===== src/rtl/tug_pkg.sv =====
// tug_pkg -- shared types and constants for the tug-of-war playfield.
//
// Holds the round-state enum, the playfield geometry and the winning score,
// plus two small decode helpers used to build the registered outputs.
// The optional score displays are enabled by the TUG_HEX_EN macro in
// tug_playfield; nothing in this package depends on it.
package tug_pkg;

  typedef enum logic [1:0] {
    PLAY = 2'd0,
    LWON = 2'd1,
    RWON = 2'd2,
    OVER = 2'd3
  } tug_state_e;

  localparam int NUM_LIGHTS = 9;
  localparam int CENTER_POS = 4;
  localparam int WIN_SCORE  = 7;

  localparam logic [3:0] LAST_POS   = 4'(NUM_LIGHTS - 1);
  localparam logic [3:0] CENTER_IDX = 4'(CENTER_POS);
  localparam logic [2:0] WIN_COUNT  = 3'(WIN_SCORE);

  // The playfield only shows the light while a round is in progress;
  // between rounds and after the match the whole row goes dark.
  function automatic logic [NUM_LIGHTS-1:0] lightsFor(input tug_state_e st,
                                                      input logic [3:0] pos);
    logic [NUM_LIGHTS-1:0] one;
    one = {{(NUM_LIGHTS-1){1'b0}}, 1'b1};
    lightsFor = (st == PLAY) ? (one << pos) : '0;
  endfunction

  function automatic logic [1:0] winnerFor(input tug_state_e st);
    case (st)
      LWON:    winnerFor = 2'b01;
      RWON:    winnerFor = 2'b10;
      OVER:    winnerFor = 2'b11;
      default: winnerFor = 2'b00;
    endcase
  endfunction

endpackage


===== src/rtl/tug_playfield_seg7.sv =====
// seg7_score -- active-low 7-segment decoder for a 0..7 score.
//
// Ports:
//   Score  in  3  score value
//   Seg    out 7  segments {g,f,e,d,c,b,a}, 0 = segment lit
//
// Only instantiated by tug_playfield when TUG_HEX_EN is defined.
module seg7_score (
  input  logic [2:0] Score,
  output logic [6:0] Seg
);

  // Pure lookup; scores never exceed 7 so the table is complete.
  always_comb begin
    Seg = 7'b1111111;
    case (Score)
      3'd0: Seg = 7'b1000000;
      3'd1: Seg = 7'b1111001;
      3'd2: Seg = 7'b0100100;
      3'd3: Seg = 7'b0110000;
      3'd4: Seg = 7'b0011001;
      3'd5: Seg = 7'b0010010;
      3'd6: Seg = 7'b0000010;
      3'd7: Seg = 7'b1111000;
      default: Seg = 7'b1111111;
    endcase
  end

endmodule


===== src/rtl/tug_playfield.sv =====
// tug_playfield -- two-player tug-of-war light game.
//
// Ports:
//   Clock       in  1  system clock, rising edge
//   Reset       in  1  asynchronous active-high reset
//   LeftPulse   in  1  one-cycle press from the left player (already edge-detected)
//   RightPulse  in  1  one-cycle press from the right player (already edge-detected)
//   LEDR        out 9  playfield, LEDR[8] leftmost, one-hot or all-zero
//   LeftScore   out 3  left round wins
//   RightScore  out 3  right round wins
//   Winner      out 2  00 playing, 01 left won round, 10 right won round, 11 match over
//   HEX0, HEX5  out 7  active-low score digits (right, left); only with TUG_HEX_EN
//
// Configuration macro: TUG_HEX_EN adds the HEX0/HEX5 score displays.
// Every output comes straight from a register (the HEX digits are a
// combinational decode of the score registers).
module tug_playfield
  import tug_pkg::*;
(
  input  logic       Clock,
  input  logic       Reset,
  input  logic       LeftPulse,
  input  logic       RightPulse,
  output logic [8:0] LEDR,
  output logic [2:0] LeftScore,
  output logic [2:0] RightScore,
  output logic [1:0] Winner
`ifdef TUG_HEX_EN
  ,
  output logic [6:0] HEX0,
  output logic [6:0] HEX5
`endif
);

  tug_state_e state_q, state_d;
  logic [3:0] pos_q, pos_d;
  logic [2:0] lScore_q, lScore_d;
  logic [2:0] rScore_q, rScore_d;
  logic [NUM_LIGHTS-1:0] ledr_q;
  logic [1:0] winner_q;

  logic leftOnly;
  logic rightOnly;

  // Simultaneous presses cancel out, so only a lone press pulls the light.
  assign leftOnly  = LeftPulse & ~RightPulse;
  assign rightOnly = RightPulse & ~LeftPulse;

  // Next-state logic. A press that pulls the light past an end scores the
  // round; the seventh win ends the match instead of pausing the round.
  // Between rounds any press just restarts play at the centre.
  always_comb begin
    state_d  = state_q;
    pos_d    = pos_q;
    lScore_d = lScore_q;
    rScore_d = rScore_q;
    case (state_q)
      PLAY: begin
        if (leftOnly) begin
          if (pos_q == LAST_POS) begin
            lScore_d = lScore_q + 3'd1;
            state_d  = (lScore_d == WIN_COUNT) ? OVER : LWON;
          end else begin
            pos_d = pos_q + 4'd1;
          end
        end else if (rightOnly) begin
          if (pos_q == 4'd0) begin
            rScore_d = rScore_q + 3'd1;
            state_d  = (rScore_d == WIN_COUNT) ? OVER : RWON;
          end else begin
            pos_d = pos_q - 4'd1;
          end
        end
      end
      LWON, RWON: begin
        if (LeftPulse || RightPulse) begin
          state_d = PLAY;
          pos_d   = CENTER_IDX;
        end
      end
      default: ;
    endcase
  end

  // State and output registers. LEDR and Winner are registered from the
  // next state so they change on the same edge that samples the press.
  always_ff @(posedge Clock or posedge Reset) begin
    if (Reset) begin
      state_q  <= PLAY;
      pos_q    <= CENTER_IDX;
      lScore_q <= 3'd0;
      rScore_q <= 3'd0;
      ledr_q   <= lightsFor(PLAY, CENTER_IDX);
      winner_q <= 2'b00;
    end else begin
      state_q  <= state_d;
      pos_q    <= pos_d;
      lScore_q <= lScore_d;
      rScore_q <= rScore_d;
      ledr_q   <= lightsFor(state_d, pos_d);
      winner_q <= winnerFor(state_d);
    end
  end

  assign LEDR       = ledr_q;
  assign LeftScore  = lScore_q;
  assign RightScore = rScore_q;
  assign Winner     = winner_q;

`ifdef TUG_HEX_EN
  seg7_score uRightDigit (
    .Score (rScore_q),
    .Seg   (HEX0)
  );

  seg7_score uLeftDigit (
    .Score (lScore_q),
    .Seg   (HEX5)
  );
`endif

endmodule


===== config.mk =====
export PLATFORM = sky130hd
export DESIGN_NAME = tug_playfield
export DESIGN_NICKNAME = d
export VERILOG_FILES = /design/src/rtl/tug_pkg.sv /design/src/rtl/tug_playfield_seg7.sv /design/src/rtl/tug_playfield.sv
export SDC_FILE = /design/constraint.sdc
export NUM_CORES = 1
export LEC_CHECK = 0
export BUFFER_PORTS_ARGS = -buffer_cell sky130_fd_sc_hd__buf_2
export CORE_UTILIZATION = 40
export DETAILED_ROUTE_END_ITERATION = 6
export GPL_TIMING_DRIVEN = 0
export PLACE_DENSITY = 0.61
export SYNTH_ARGS = -nofsm -noshare
export SYNTH_HDL_FRONTEND = slang
export SYNTH_HIERARCHICAL = 1
export SYNTH_SLANG_ARGS = --single-unit

===== constraint.sdc =====
create_clock -name Clock -period 2.63 [get_ports Clock]
set_clock_uncertainty 0.15 [all_clocks]
set_input_delay 0.1315 -clock Clock [delete_from_list [all_inputs] [get_ports Clock]]
set_output_delay 0.1315 -clock Clock [all_outputs]
set_load 0.01 [all_outputs]

==> metrics.md, run 1 <==
| Metric | Value |
|---|---|
| Clock Sinks | `22` |
| Most frequent cells in the layout | `dfrtp_1, buf_2, nand2_1` |
| Outcome | `finished, final reports clean` |
| Minimum clock period | `between 2 and 2.5 ns` |
| Final net count | `170` |
| GRT Total Usage | `0.1668` |
| Avg WL per Cell | `roughly 14 um` |
| Initial core utilization | `0.4284` |
| Die area | `between 3000 and 4000 um2` |
| CTS tree | `yes` |
| Layout cells sized above 1 | `0.3057` |
| Worst Path Required | `2.70 ns` |
| Final setup viols | `0` |
| Yosys Warn Count | `6` |
| Final WL | `2725 um` |
| Hpwl dp | `2048 um` |
| Hold Startpoint | `RightPulse` |
| Avg Inst Size Synth | `10.00 um2` |
| Vias in the first global route | `approximately 1100` |
| Top-Level Pins | `21` |
| Max-cap violations | `0` |
| CTS Buf Count | `3` |
| H-tree depth | `1` |
| First-pass GRT wire length | `4498 um` |
| Post-route antenna net violation count | `0` |
| Tightest Pin Transition | `0.8176 ns` |
| CP arrival | `2.53 ns` |
| CP Class | `register to register` |
| Pleak | `0.7474 nW` |
| Filler Cells Inserted | `300` |
| Ys flop type | `dfrtp_1` |
| Slew HR | `0.4543` |
| Hold Fails Final Rpt | `0` |
| RePlAce Congestion | `0.8968` |
| RSZ-0062 raised after global routing | `no` |
| Initial drt markers | `40` |
| Setup crit start | `pos_q[1]` |
| Max Slew Vio Count | `0` |
| Width of the chip | `59.88 um` |
| Worst setup margin | `0.1743 ns` |
| Library cells used by synthesis | `48` |
| Cell area after synthesis | `1340 um2` |
| DRC Markers | `0` |
| Critical Path End Type | `register` |
| Max rail drop VDD | `0.5517 mV` |
| I/O Buffers | `18` |
| Core region area | `between 3000 and 4000 um2` |
| Final setup TNS | `0 ns` |
| Die H | `about 60 um` |
| Min-delay worst type | `input port to register` |
| Flop and latch count out of synthesis | `22` |
| Initial antenna violation count | `0` |
| Setup WS pre-CTS | `roughly 0.19 ns` |
| Worst-path clk slew | `0.12 ns` |
| Ant. Diodes | `0` |
| F_max | `407.2 MHz` |
| # rows | `20` |
| Post-synthesis sequential area ratio | `0.4127` |
| Average vias per placed instance | `5.358` |
| Worst setup SP type | `register` |
| Clk buf depth | `2` |
| Vias | `1077` |
| Crit path max fanout | `7` |
| Area grow syn2layout | `15.97%` |
| Clk Latency, worst-skew pair | `0.30 ns` |
| EDFF count, synth | `0` |
| Synthesized instance count | `between 100 and 150` |
| Post-CTS Setup Bufs | `0` |
| Post-synthesis async set-or-reset flop share | `1.000` |
| Root Buffer | `clkbuf_4` |
| GRT overflow | `0` |
| Layout Utilization | `0.4968` |
| TritonRoute pass-1 iters | `4` |
| Largest net degree at the start of global routing | `23` |
| Pwr/cell area | `about 1300 nW/um2` |
| Period utilization | `0.9337` |
| RR Startpoint | `pos_q[1]` |
| Synth Net Count | `146` |
## logic make-up after synthesis
logic type	after synthesis	share of synthesized area
adders and majority gates	8	0.07470
buffers and inverters	19	0.06909
DFF	22	0.4127
and+or+nand+nor	55	0.2437
AOI/OAI and AO/OA	22	0.1475
xor gates and xnor gates	8	0.05229
## state kept, by name (all words and copies together), names as in the netlist
register and count:
LEDR 9, LeftScore 3, RightScore 3, Winner 1
pos_q 4, state_q 2
## critical path, cell delays in order (launching register included)
cell	delay [ns]
dfrtp_1	0.49
inv_1	0.11
ha_1	0.24
or3b_4	0.44
a311oi_2	0.31
o211a_4	0.25
nand4_1	0.18
nor3_1	0.21
## cells in the mapped netlist, types with 2 or more instances
cell type,count,area (um2)
dfrtp_1,20,500.5
nand2_1,13,48.80
inv_1,10,37.54
nor3_1,10,50.05
ha_1,8,100.1
o21ai_0,6,30.03
xnor2_1,6,52.55
nor2_1,5,18.77
nand3_1,4,20.02
nand2b_1,3,18.77
nand3b_1,3,22.52
nor4b_1,3,26.28
and2b_1,2,15.01
buf_2,2,10.01
buf_4,2,15.01
dfstp_2,2,52.55
nand4_1,2,12.51
nor3b_1,2,15.01
xor2_1,2,17.52
## power breakdown
part	internal [W]	leakage, nW	switching, W
sequential	0.000470	0.287	0.0000977
combinational	0.000469	0.432	0.000662
clock	0.000154	0.0279	0.0000992
total	0.00109	0.747	0.000859
## area by class of cell
type | instances | area (um2) | share of cell area
multi-input cells | 93 | 700.7 | 0.4509
flip-flops and latches | 22 | 553.0 | 0.3559
repair buffers | 19 | 100.1 | 0.06441
well taps | 44 | 55.05 | 0.03543
inverters | 12 | 47.55 | 0.03060
plain buffers | 7 | 45.04 | 0.02899
clock inverters | 1 | 30.03 | 0.01932
clock buffers | 3 | 22.52 | 0.01449
## metrics by stage
step           instances  cell area (um2)  hold WS, ns  power (W)
2_1_floorplan        134             1340     -0.03076   0.001422
3_3_place_gp         196             1485       0.1612   0.001677
3_5_place_dp         196             1485       0.1879   0.001694
4_1_cts              201             1548       0.2537   0.001957
5_1_grt              201             1554       0.3042   0.002106
6_report             201             1554       0.2647   0.001951
## path summary, 6_finish.rpt
| path | endpoint | slack (ns) | cells after the start |
|---|---|---|---|
| setup / recovery | LEDR[2] | 0.17 | 7 |
| setup reg to reg | LEDR[2] | 0.17 | 7 |
| min in group asynchronous | LEDR[2] | 0.38 | 3 |
| hold / removal | RightScore[2] | 0.26 | 5 |
| hold reg to reg | LeftScore[2] | 0.38 | 1 |
| max in group asynchronous | state_q[1] | 1.45 | 3 |
## routing by layer
layer,GRT usage,share of wire,vias up
li1,-,-,514
met1,0.2236,0.46,528
met2,0.2619,0.48,29
met3,0.02165,0.048,6
met4,0.08638,0.012,0
met5,0,0,-
## timing repair
item | CTS | global route
resized for setup | 0 | 1
hold buffers | 1 | 0
endpoints found under the setup margin | 0 | 2
hold endpoints to repair | 20 | 0
Note: power is estimated with default switching activity, not from simulation.
==> run 2, diff against run 1 <==
- CORE_UTILIZATION: 40 -> 35
- PLACE_DENSITY: 0.61 -> 0.55
==> run 2 against run 1 <==
Combinational power is essentially flat; die area rose by 14%; fmax is 2.0% higher; routed wire length is 4.0% lower; critical path type unchanged; global-route usage decreased by 2.3 points; total power is 2.0% higher; critical path depth unchanged; via count shrank 3.7%; core utilization is 6.8 points lower; final cell count increased by 2.0%.
==> metrics.md, run 2 (synthesis results as in run 1) <==
| Metric | Value |
|---|---|
| Vias in the first global route | `around 1000` |
| Filler Cells Inserted | `357` |
| Slew HR | `0.4619` |
| Hold Fails Final Rpt | `0` |
| Comb pwr share | `0.560` |
| Worst Path Required | `2.65 ns` |
| RR Startpoint | `pos_q[0]` |
| Final net count | `170` |
| Max rail drop VDD | `0.7294 mV` |
| Clk buf depth | `2` |
| Hpwl dp | `2044 um` |
| GRT overflow | `0` |
| Max Slew Vio Count | `0` |
| Die H | `63.88 um` |
| Initial core utilization | `0.3660` |
| Switching share of power | `0.4282` |
| Most frequent cells in the layout | `dfrtp_1, buf_2, nand2_1` |
| Die area | `4080 um2` |
| CP Class | `register to register` |
| Ant. Diodes | `0` |
| GRT Total Usage | `0.1438` |
| Largest register FFs | `9` |
| Reg-to-reg endpoint | `LEDR[1]` |
| Min-delay worst type | `input port to register` |
| Tot Pwr | `0.001991 W` |
| Max-cap violations | `0` |
| Final WL | `approximately 2600 um` |
| Flop pwr share | `0.287` |
| Largest delay contributor family on the critical path | `simple AND/OR/NAND/NOR gates` |
| H-tree depth | `1` |
| Root Buffer | `clkbuf_8` |
| I/O Buffers | `18` |
| Final setup TNS | `0 ns` |
| Top-Level Pins | `21` |
| Post-route antenna net violation count | `0` |
| Worst path bufs/invs | `1` |
| Hold Crit Depth | `5` |
| Average vias per placed instance | `roughly 5.1` |
| F_max | `415.2 MHz` |
| CP arrival | `2.43 ns` |
| Crit path max fanout | `6` |
| Hold endpoint | `RightScore[2]` |
| Clk Latency, worst-skew pair | `0.26 ns` |
| Internal | `0.001138 W` |
| Clock Sinks | `22` |
| Initial antenna violation count | `0` |
| Tightest Pin Transition | `0.8063 ns` |
| R2R depth | `7` |
| Pleak | `roughly 0.75 nW` |
| Pwr/cell area | `1267 nW/um2` |
| DRC Markers | `0` |
| Period utilization | `0.9157` |
| Worst-path clk slew | `0.08 ns` |
| Largest net degree at the start of global routing | `23` |
| CTS tree | `yes` |
| Initial drt markers | `41` |
| Width of the chip | `63.88 um` |
| CP peak stage delay | `0.46 ns` |
| Switching power | `between 0.0008 and 0.0009 W` |
| Critical Path End Type | `register` |
| CTS Buf Count | `3` |
| Minimum clock period | `2.408 ns` |
| Avg WL per Cell | `12.76 um` |
| Core region area | `3661 um2` |
| CP cell instances | `inv_1, ha_1, or3b_4, a311oi_2, o211a_4, nand4_1, nor3_1` |
| Proportion of power drawn by the clock network | `0.153` |
| Layout cells sized above 1 | `0.2994` |
| Hold Startpoint | `RightPulse` |
| Critical Path Slowest Stage Cell | `dfrtp_1` |
| First-pass GRT wire length | `4712 um` |
| RePlAce Congestion | `between 0.9 and 1` |
| # rows | `22` |
| Worst setup SP type | `register` |
| Worst setup margin | `0.2218 ns` |
| Vias | `around 1000` |
| Setup WS pre-CTS | `0.2433 ns` |
| Critical path depth in cells | `7` |
| Reg2Reg Setup Slack | `0.22 ns` |
| Resize count post-CTS | `0` |
| Outcome | `finished, final reports clean` |
| TritonRoute pass-1 iters | `4` |
| RSZ-0062 raised after global routing | `no` |
| Final setup viols | `0` |
| Area grow syn2layout | `17.27%` |
-- run 2: cell count changes in the layout (fill, tap and decap cells not counted) --
cell,delta
clkbuf_4,-3
nor4b_2,-1
nor4b_1,+1
clkbuf_8,+3
-- run 2: layout make-up --
type	count	area, um2	share of cell area
sequential	22	553.0	0.3519
buffer	7	45.04	0.02866
clock buffer	3	41.29	0.02627
clock inverter	1	30.03	0.01911
tap	48	60.06	0.03822
inverter	12	47.55	0.03025
timing repair buffer	19	100.1	0.06369
multi-input combinational	93	694.4	0.4419
-- run 2: tightest hold or removal path, delay by kind of cell --
kind,cells,cell delay (ns)
xor gates and xnor gates,1,0.07
buffers and inverters,1,0.16
and+or+nand+nor,3,0.31
-- run 2: metal layers --
layer  vias up  track usage  wire length, um
met5         -            0                0
met1       493       0.1982             1300
met3         5      0.01607               84
li1        518            -                -
met4         0      0.05398               38
met2        21       0.2301             1192
-- run 2: timing repair --
| action | CTS | global route |
|---|---|---|
| hold buffers | 1 | 0 |
| buffers inserted | 0 | 0 |
| hold endpoints to repair | 20 | 0 |
-- run 2: how the worst max path moves through the flow --
stage	slack, ns	start	to
floorplan	0.50	pos_q[1]	LEDR[8]
global route	0.06	pos_q[1]	LEDR[3]
global placement	0.28	state_q[1]	LEDR[3]
detailed placement	0.24	pos_q[1]	LEDR[2]
CTS	0.20	pos_q[1]	LEDR[1]
finish	0.22	pos_q[0]	LEDR[1]
-- run 2: metrics by stage --
step / std cells / util / area [um2] / hold WS [ns]
floorplan: 134 / - / 1340 / -0.03076
global placement: 200 / 0.4070 / 1490 / 0.1633
detailed placement: 200 / 0.4070 / 1490 / 0.1706
CTS: 205 / 0.4293 / 1572 / 0.2933
global route: 205 / 0.4293 / 1572 / 0.3593
finish: 205 / 0.4293 / 1572 / 0.3000
-- run 2: power by group through the flow --
| stage | sequential (W) | clock [W] | combinational, W |
|---|---|---|---|
| 2_1_floorplan | 0.000595 | 0 | 0.000827 |
| 3_3_place_gp | 0.000570 | 0 | 0.00112 |
| 3_5_place_dp | 0.000578 | 0 | 0.00112 |
| 4_1_cts | 0.000572 | 0.000308 | 0.00113 |
| 5_1_grt | 0.000594 | 0.000324 | 0.00125 |
| 6_report | 0.000572 | 0.000305 | 0.00111 |
==> run 3, diff against run 2 <==
- CELL_PAD_IN_SITES_DETAIL_PLACEMENT: not set -> 0
- CELL_PAD_IN_SITES_GLOBAL_PLACEMENT: not set -> 1
- PLACE_DENSITY: 0.55 -> 0.66
==> run 3 against run 2 <==
Routed wire length grew 2.8%; core utilization is essentially flat; sequential cell count did not move; fmax shrank 0.75%; total power up 1.4%; first-iteration DRC count rose by 93%; global-route usage rose by 0.23 points; worst setup slack worse by 0.018 ns; design area about the same; sequential power fell by 1%; critical path type unchanged; critical endpoint unchanged; largest cell class unchanged.
==> metrics.md, run 3 (synthesis results as in run 1) <==
| Metric | Value |
|---|---|
| Outcome | `finished, final reports clean` |
| Flop pwr share | `0.280` |
| # rows | `22` |
| GRT Total Usage | `0.1461` |
| Core region area | `3661 um2` |
| Final instance area | `roughly 1600 um2` |
| Vias in the first global route | `roughly 1100` |
| Worst Path Required | `2.65 ns` |
| Internal | `0.001143 W` |
| Final net count | `169` |
| CP arrival | `approximately 2.5 ns` |
| GRT overflow | `0` |
| Period utilization | `0.9226` |
| Largest net degree at the start of global routing | `23` |
| Switching share of power | `0.4337` |
| Crit path max fanout | `7` |
| Filler Cells Inserted | `363` |
| F_max | `about 400 MHz` |
| Root Buffer | `clkbuf_8` |
| Top-Level Pins | `21` |
| CTS Buf Count | `3` |
| Proportion of power drawn by the clock network | `0.152` |
| Min-delay worst type | `input port to register` |
| I/O Buffers | `18` |
| Initial drt markers | `79` |
| Largest register FFs | `9` |
| Vias | `1055` |
| Clk Latency, worst-skew pair | `between 0.2 and 0.3 ns` |
| Max-cap violations | `0` |
| Dpl cell area | `roughly 1500 um2` |
| Worst-path clk slew | `0.08 ns` |
| RePlAce Congestion | `0.8268` |
| Hpwl dp | `2109 um` |
| Width of the chip | `63.88 um` |
| Most frequent cells in the layout | `dfrtp_1, buf_2, nand2_1` |
| Switching power | `0.0008758 W` |
| Final setup viols | `0` |
| Initial antenna violation count | `0` |
| Average vias per placed instance | `5.172` |
| Pwr/cell area | `approximately 1300 nW/um2` |
| First-pass GRT wire length | `between 4000 and 5000 um` |
| Final setup TNS | `0 ns` |
| Post-route antenna net violation count | `0` |
| Max Slew Vio Count | `0` |
| CTS tree | `yes` |
| R2R depth | `7` |
| Hold Crit Depth | `5` |
| Avg WL per Cell | `~13 um` |
| Tightest Pin Transition | `0.7941 ns` |
| Hold Fails Final Rpt | `0` |
| Ant. Diodes | `0` |
| TritonRoute pass-1 iters | `6` |
| Pleak | `0.7527 nW` |
| Critical Path End Type | `register` |
| Minimum clock period | `2.426 ns` |
| Clk buf depth | `2` |
| Final WL | `2687 um` |
| CP Class | `register to register` |
| H-tree depth | `1` |
| Die area | `4080 um2` |
| Layout cells sized above 1 | `0.3077` |
| Clock Sinks | `22` |
| Worst setup SP type | `register` |
| Comb pwr share | `0.568` |
| DRC Markers | `0` |
| Area grow syn2layout | `17.37%` |
| RSZ-0062 raised after global routing | `no` |
| Max rail drop VDD | `0.5616 mV` |
| Slew HR | `0.4700` |
| Initial core utilization | `0.3660` |
| Die H | `63.88 um` |
-- run 3: changes by cell type in the layout (fill, tap and decap cells not counted), sizes merged --
cell | before | now
clkbuf | 5 | 4
-- run 3: per-stage QoR --
step                      cells  hold WS [ns]  worst slack, ns  power [W]    util
after global placement      200        0.1644           0.2139   0.001693  0.4070
after detailed placement    200        0.1820           0.2113   0.001712  0.4070
after global routing        204        0.3500          0.02348   0.002196  0.4296
after floorplan             134      -0.03076           0.4979   0.001422       -
final                       204        0.3030           0.2036   0.002019  0.4296
after CTS                   205        0.2915           0.1833   0.002028  0.4293
-- run 3: final timing paths --
check	slack, ns	startpoint	end
worst max register to register	0.20	pos_q[1]	LEDR[1]
worst min-delay path	0.30	RightPulse	RightScore[2]
worst min register to register	0.37	RightScore[2]	RightScore[2]
worst max-delay path	0.20	pos_q[1]	LEDR[1]
max in group asynchronous	1.42	Reset	state_q[1]
min in group asynchronous	0.41	Reset	Winner[0]
-- run 3: cell type report --
cell class	instances	area (um2)	share of cell area
Timing Repair Buffer	19	100.1	0.06364
Inverter	12	47.55	0.03023
Sequential cell	22	553.0	0.3516
Tap cell	48	60.06	0.03819
Buffer	6	41.29	0.02625
Clock inverter	1	30.03	0.01909
Clock buffer	3	41.29	0.02625
Multi-Input combinational cell	93	699.4	0.4447
-- run 3: worst max-delay path: stages (launching register included) --
cell and delay, ns:
dfrtp_1 0.47, inv_1 0.11, ha_1 0.23, or3b_4 0.45, a311oi_2 0.30, o211a_4 0.25
nand4_1 0.18, nor3_1 0.20
-- run 3: repair_timing --
item                                    in CTS  in global routing
setup buffers                                0                  0
hold endpoints to repair                    20                  0
resized for setup                            0                  1
hold buffers                                 1                  0
endpoints found under the setup margin       0                  1
-- run 3: per-layer routing --
| metal | part of all wire | GRT usage | vias to the layer above |
|---|---|---|---|
| met5 | 0 | 0 | - |
| met4 | 0.0078 | 0.04545 | 0 |
| met3 | 0.030 | 0.01607 | 2 |
| met2 | 0.48 | 0.2327 | 17 |
| met1 | 0.48 | 0.2060 | 526 |
| li1 | - | - | 510 |
-- run 3: power by group through the flow --
stage	Combinational, W	Clock [W]	Sequential [W]
after global routing	0.00128	0.000330	0.000583
after detailed placement	0.00114	0	0.000574
after global placement	0.00113	0	0.000567
after CTS	0.00115	0.000313	0.000568
final	0.00115	0.000307	0.000565
after floorplan	0.000827	0	0.000595
